### config.mk
export PLATFORM = sky130hd
export DESIGN_NAME = imem_boot_ctrl
export DESIGN_NICKNAME = d
export VERILOG_FILES = /design/src/rtl/mspu_boot_pkg.sv /design/src/rtl/imem_boot_ctrl.sv
export SDC_FILE = /design/constraint.sdc
export NUM_CORES = 1
export LEC_CHECK = 0
export CAP_MARGIN = 25
export CORE_ASPECT_RATIO = 0.75
export CORE_MARGIN = 8
export CORE_UTILIZATION = 39
export CTS_BUF_LIST = sky130_fd_sc_hd__clkbuf_16
export DETAILED_ROUTE_END_ITERATION = 7
export PLACE_DENSITY = 0.7
export SLEW_MARGIN = 10
export SYNTH_ARGS = -nofsm -noshare
export SYNTH_HDL_FRONTEND = slang
export SYNTH_SLANG_ARGS = --single-unit
### constraint.sdc
create_clock -name clk -period 6.1 [get_ports clk]
set_input_delay 1.83 -clock clk [delete_from_list [all_inputs] [get_ports clk]]
set_output_delay 1.83 -clock clk [all_outputs]
set_load 0.03 [all_outputs]
### src/rtl/mspu_boot_pkg.sv
// Shared types and defaults for the instruction-memory boot sequencer.
package mspu_boot_pkg;

    typedef enum logic [2:0] {
        StIdle,
        StLoad,
        StSettle,
        StRun,
        StHalted
    } boot_state_e;

    localparam logic [31:0] BOOT_BASE_ADDR = 32'h8000_0000;
    localparam int unsigned BOOT_DEPTH     = 12;
    localparam int unsigned BOOT_SETTLE    = 2;

endpackage

### src/rtl/imem_boot_ctrl.sv
// Boot/run sequencer: streams a host image into imem, then releases the fetch
// stage's run after a settle delay and tracks completion or host halt.
module imem_boot_ctrl
    import mspu_boot_pkg::*;
#(
    parameter logic [31:0] BASE_ADDR = BOOT_BASE_ADDR,
    parameter int unsigned DEPTH     = BOOT_DEPTH,
    parameter int unsigned SETTLE    = BOOT_SETTLE
) (
    input  logic             clk,
    input  logic             reset,
    input  logic             load_start,
    input  logic [31:0]      load_len,
    input  logic             s_valid,
    input  logic [31:0]      s_data,
    output logic             s_ready,
    input  logic             halt_req,
    input  logic             core_done,
    output logic [31:0]      insn_addr,
    output logic [31:0]      insn_din,
    output logic             insn_we,
    output logic             run,
    output logic             busy,
    output logic             done,
    output logic             err,
    output logic [DEPTH:0]   words_loaded
);

    localparam int unsigned CntW   = $clog2(SETTLE + 1);
    localparam logic [32:0] MaxLen = 33'(1) << DEPTH;

    boot_state_e     r_state;
    boot_state_e     w_state_d;
    logic [DEPTH:0]  r_len;
    logic [DEPTH:0]  r_words;
    logic [CntW-1:0] r_cnt;
    logic            r_run;
    logic            r_busy;
    logic            r_done;
    logic            r_err;
    logic            r_we;
    logic [31:0]     r_addr;
    logic [31:0]     r_din;

    logic            w_ready;
    logic            w_xfer;
    logic            w_start_ok;
    logic            w_too_long;
    logic            w_accept;
    logic [DEPTH:0]  w_words_inc;
    logic [31:0]     w_wr_addr;
    logic            w_unused_len;

    assign w_ready     = (r_state == StLoad) && (r_words < r_len);
    // A word presented in the same cycle as halt_req is dropped with the abort.
    assign w_xfer      = s_valid && w_ready && !halt_req;
    assign w_start_ok  = load_start && !halt_req &&
                         ((r_state == StIdle) || (r_state == StHalted));
    assign w_too_long  = {1'b0, load_len} > MaxLen;
    assign w_accept    = w_start_ok && !w_too_long;
    assign w_words_inc = r_words + (DEPTH + 1)'(1);
    assign w_wr_addr   = BASE_ADDR + (32'(r_words) << 2);
    assign w_unused_len = ^load_len[31:DEPTH+1];

    always_comb begin
        w_state_d = r_state;
        unique case (r_state)
            StIdle: begin
                if (w_accept) begin
                    w_state_d = (load_len == 32'd0) ? StSettle : StLoad;
                end
            end
            StLoad: begin
                if (halt_req) begin
                    w_state_d = StIdle;
                end else if (w_xfer && (w_words_inc == r_len)) begin
                    w_state_d = StSettle;
                end
            end
            StSettle: begin
                if (halt_req) begin
                    w_state_d = StIdle;
                end else if (r_cnt == '0) begin
                    w_state_d = StRun;
                end
            end
            StRun: begin
                if (halt_req) begin
                    w_state_d = StIdle;
                end else if (core_done) begin
                    w_state_d = StHalted;
                end
            end
            StHalted: begin
                if (halt_req) begin
                    w_state_d = StIdle;
                end else if (w_accept) begin
                    w_state_d = (load_len == 32'd0) ? StSettle : StLoad;
                end
            end
            default: w_state_d = StIdle;
        endcase
    end

    always_ff @(posedge clk or posedge reset) begin
        if (reset) begin
            r_state <= StIdle;
            r_len   <= '0;
            r_words <= '0;
            r_cnt   <= '0;
            r_run   <= 1'b0;
            r_busy  <= 1'b0;
            r_done  <= 1'b0;
            r_err   <= 1'b0;
            r_we    <= 1'b0;
            r_addr  <= BASE_ADDR;
            r_din   <= '0;
        end else begin
            r_state <= w_state_d;
            r_run   <= (w_state_d == StRun);
            r_busy  <= (w_state_d == StLoad) || (w_state_d == StSettle);
            r_done  <= (r_state == StRun) && (w_state_d == StHalted);
            r_we    <= w_xfer;

            if (w_xfer) begin
                r_addr  <= w_wr_addr;
                r_din   <= s_data;
                r_words <= w_words_inc;
            end

            if (w_start_ok) begin
                if (w_too_long) begin
                    r_err <= 1'b1;
                end else begin
                    r_err   <= 1'b0;
                    r_words <= '0;
                    r_len   <= load_len[DEPTH:0];
                end
            end

            if ((w_state_d == StSettle) && (r_state != StSettle)) begin
                r_cnt <= CntW'(SETTLE - 1);
            end else if ((r_state == StSettle) && (r_cnt != '0)) begin
                r_cnt <= r_cnt - CntW'(1);
            end
        end
    end

    assign s_ready      = w_ready;
    assign insn_addr    = r_addr;
    assign insn_din     = r_din;
    assign insn_we      = r_we;
    assign run          = r_run;
    assign busy         = r_busy;
    assign done         = r_done;
    assign err          = r_err;
    assign words_loaded = r_words;

endmodule

==> impl_metrics.prom <==
# TYPE chip_impl_metric gauge
chip_impl_metric{name="cts_resized",unit=""} 0
chip_impl_metric{name="drt_wl_total",unit="µm"} 11390
chip_impl_metric{name="num_vias",unit=""} 3663
chip_impl_metric{name="clock-sinks",unit=""} 81
chip_impl_metric{name="placementRows",unit=""} 33
chip_impl_metric{name="layout_min_cycle_time",unit="ns"} 4.761
chip_impl_metric{name="slew_headroom",unit="%"} 36.46
chip_impl_info{name="critPathKind",value="reg -> out"} 1
chip_impl_metric{name="finalWorstSetupSlack",unit="ns"} 1.339
chip_impl_metric{name="syn_area_per_cell",unit="µm²"} 8.735
chip_impl_info{name="worst_hold_path_type",value="reg -> reg"} 1
chip_impl_metric{name="seq_area_frac_synth",unit="%"} 48.04
chip_impl_metric{name="floorplan.io_pins",unit=""} 153
chip_impl_metric{name="initial_core_utilization",unit="%"} 39.30
chip_impl_metric{name="yosys.cell_types.count",unit=""} 46
chip_impl_metric{name="antennaDiodeCount",unit=""} 0
chip_impl_info{name="post-synth-top-area-cell",value="dfrtp_1"} 1
chip_impl_metric{name="die_width",unit="µm"} 136.1
chip_impl_metric{name="overflow",unit=""} 0
chip_impl_metric{name="finish.net_count",unit=""} 687
chip_impl_metric{name="synth.top_cell.area_share",unit="%"} 48.04
chip_impl_metric{name="worst_pin_slew",unit="ns"} 0.9531
chip_impl_info{name="cts_root_buffer",value="clkbuf_16"} 1
chip_impl_metric{name="clk_pin_slew_worst_paths",unit="ns"} 0.07
chip_impl_metric{name="dpl_wire_length",unit="µm"} 8805
chip_impl_metric{name="grt_util_all_layers",unit="%"} 16.04
chip_impl_info{name="crit_path_end_kind",value="output pin"} 1
chip_impl_metric{name="cp_arrival",unit="ns"} 2.93
chip_impl_metric{name="grt_first_pass_wirelength",unit="µm"} 18800
chip_impl_metric{name="place.gp.congestion",unit=""} 0.8616
chip_impl_metric{name="flow.area_growth_from_synthesis",unit="%"} 38.70
chip_impl_metric{name="irDropWorstVdd",unit="mV"} 0.1247
chip_impl_metric{name="async_s_r_ff_share_synth",unit="%"} 100.0
chip_impl_metric{name="die_area",unit="µm²"} 14440
chip_impl_metric{name="final_antenna_net_count",unit=""} 0
chip_impl_metric{name="worst_clock_skew",unit="ns"} 0.008411
chip_impl_metric{name="detailedPlace.worstSlack",unit="ns"} 1.502
chip_impl_metric{name="p_leak",unit="nW"} 2.766
chip_impl_metric{name="hold_buffers",unit=""} 0
chip_impl_metric{name="postSynthCellCount",unit=""} 483
chip_impl_metric{name="ctsHtreeMaxLevel",unit=""} 3
chip_impl_metric{name="fmax",unit="MHz"} 210.1
chip_impl_metric{name="yosysWarningCount",unit=""} 0
chip_impl_info{name="tritoncts",value="yes"} 1
chip_impl_metric{name="grt_start_max_net_pins",unit=""} 56
chip_impl_metric{name="detailedRoute.firstIterationViolations",unit=""} 164
chip_impl_metric{name="layout_cell_share_with_drive_strength_beyond_1",unit="%"} 4.613
chip_impl_metric{name="layout_worst_path_cycle_share",unit="%"} 78.04
chip_impl_metric{name="worst-path-max-fanout",unit=""} 9
chip_impl_info{name="timing.critical_path.cells",value="ha_1, a21o_1, a21oi_1, a211oi_1, nor3_1, clkdlybuf4s50_1"} 1
chip_impl_metric{name="clock_latency",unit="ns"} 0.34
chip_impl_metric{name="routed_wire_length_per_instance",unit="µm"} 15.25
chip_impl_metric{name="number_of_detailed_route_iterations_in_the_first_pass",unit=""} 5
chip_impl_metric{name="finalSetupTns",unit="ns"} 0
chip_impl_metric{name="drcViolationCount",unit=""} 0
chip_impl_info{name="dominantRegCellSynth",value="dfrtp_1"} 1
chip_impl_metric{name="via_per_inst",unit=""} 4.904
chip_impl_metric{name="powerDensity",unit="nW/µm²"} 214.1
chip_impl_info{name="rsz0062_at_grt",value="no"} 1
chip_impl_info{name="critical-path-slowest-cell",value="a211oi_1"} 1
chip_impl_metric{name="timing.critical_path.required",unit="ns"} 4.27
chip_impl_metric{name="cts_made_buffers",unit=""} 9
chip_impl_metric{name="yosys_register_bits",unit=""} 81
chip_impl_info{name="outcome",value="finished, final reports clean"} 1
chip_impl_metric{name="drv_cap",unit=""} 0
chip_impl_metric{name="floorplan.core_area",unit="µm²"} 10740
chip_impl_info{name="synth_top_cells_by_area",value="dfrtp_1 48%, nand2_1 14%, ha_1 4.4%, buf_4 4.3%, xnor2_1 3.5%"} 1
chip_impl_metric{name="fp.dieH",unit="µm"} 106.1
chip_impl_metric{name="post-cts-setup-buffers",unit=""} 0
chip_impl_metric{name="final.fill_count",unit=""} 990
chip_impl_metric{name="cts.path.max_buffers",unit=""} 2
chip_impl_metric{name="antenna_violations_before_repair",unit=""} 0
chip_impl_metric{name="final-setup-viol-count",unit=""} 0
chip_impl_metric{name="peak_per_stage_delay_on_the_critical_path",unit="ns"} 0.74
chip_impl_metric{name="maxSlewViolCount",unit=""} 0
chip_impl_metric{name="synth_area",unit="µm²"} 4219
chip_impl_info{name="start_kind",value="flop"} 1
chip_impl_metric{name="layout.core_utilization",unit="%"} 54.51
chip_impl_metric{name="port_buffer_count",unit=""} 133
chip_impl_metric{name="synth-edff-count",unit=""} 0
chip_impl_info{name="yosys.cell_count.top_type",value="nand2_1"} 1
chip_impl_metric{name="finalHoldViolations",unit=""} 0
chip_impl_metric{name="grt_pass1_vias",unit=""} 3712
chip_impl_info{name="netlist_top_cells_count",value="162 x nand2_1, 81 x dfrtp_1, 24 x buf_4, 20 x o21ai_0, 19 x inv_1"} 1
sequential cells by signal, indices dropped and copies added, names as in the netlist:
name / flops
insn_we: 1
run: 1
insn_addr: 13
insn_din: 32
busy: 1
words_loaded: 13
r_state: 3
r_cnt: 2
done: 1
err: 1
r_len: 13
cell type report:
type	count	area (µm²)	share of cell area [%]
clock buffer	9	225.2	3.849
tap	140	175.2	2.993
clock inverter	7	78.83	1.347
multi-input combinational	354	1916	32.73
inverter	20	76.32	1.304
sequential	81	2027	34.64
timing repair buffer	136	1354	23.13
per-layer routing:
metal  global-route usage, %  part of all wire, %  vias to the layer above
met5                       0                    0                        -
met4                   4.300                  1.1                        0
met3                   5.938                  9.9                       12
met2                   24.29                   44                      160
met1                   21.15                   45                     1692
li1                        -                    -                     1799
stage by stage:
stage          cell area [µm²]  hold WS, ns  cells  power (mW)
2_1_floorplan             4283       0.4849    500      0.6454
3_3_place_gp              5548       0.4570    731      0.7160
3_5_place_dp              5548       0.4639    731      0.7188
4_1_cts                   5852       0.4790    747       1.271
5_1_grt                   5852       0.5058    747       1.312
6_report                  5852       0.4744    747       1.253
critical path: cells and delay by family, from the launching register on:
kind	cells	cell delay (ns)
compound gates	3	0.90
buf+inv	1	0.65
flops	1	0.50
fa+ha+maj	1	0.36
simple gates	1	0.17
placed cells by master, fill, tap and decap left out, drive strengths merged, types with 2 or more instances in the layout:
| master | n |
|---|---|
| nand4 | 7 |
| ha | 15 |
| clkinvlp | 2 |
| nor4 | 13 |
| inv | 21 |
| a211oi | 2 |
| nand2 | 162 |
| nor3b | 3 |
| clkbuf | 9 |
| nor3 | 6 |
| xnor2 | 17 |
| nor4b | 2 |
| a21oi | 11 |
| and3 | 7 |
| mux2 | 3 |
| conb | 19 |
| clkdlybuf4s50 | 133 |
| o21ai | 20 |
| xor2 | 6 |
| nand3 | 8 |
| nor2 | 18 |
| buf | 3 |
| clkinv | 3 |
| dfrtp | 81 |
| o2111ai | 3 |
| nor2b | 3 |
| or3 | 6 |
| and4 | 3 |
| a21o | 4 |
| and2 | 2 |
final timing paths:
check	depth (start not counted)	end	from	slack [ns]
worst max register to register	9	insn_din[13]$_DFFE_PP0N_	words_loaded[3]$_DFF_PP0_	2.50
worst min-delay path	2	insn_addr[8]$_DFFE_PP0N_	insn_addr[8]$_DFFE_PP0N_	0.47
worst max-delay path	6	s_ready	words_loaded[3]$_DFF_PP0_	1.34
max in group asynchronous	3	insn_addr[7]$_DFFE_PP0N_	reset	3.19
min in group asynchronous	2	insn_addr[10]$_DFFE_PP0N_	reset	1.96
worst min register to register	2	insn_addr[8]$_DFFE_PP0N_	insn_addr[8]$_DFFE_PP0N_	0.47
kinds of logic after synthesis:
group / after synthesis / share of synthesized area (%)
AOI/OAI and AO/OA: 49 / 7.563
xor gates and xnor gates: 23 / 4.775
adders and majority gates: 15 / 4.448
buffers and inverters: 65 / 8.096
DFF: 81 / 48.04
muxes: 4 / 1.038
other: 2 / 0.1780
and+or+nand+nor: 244 / 25.86
power by group:
group	internal, mW	switching [mW]
logic	0.0697	0.0784
clock network	0.321	0.224
registers	0.551	0.00833
No activity file was read; power rests on OpenSTA's default activity.
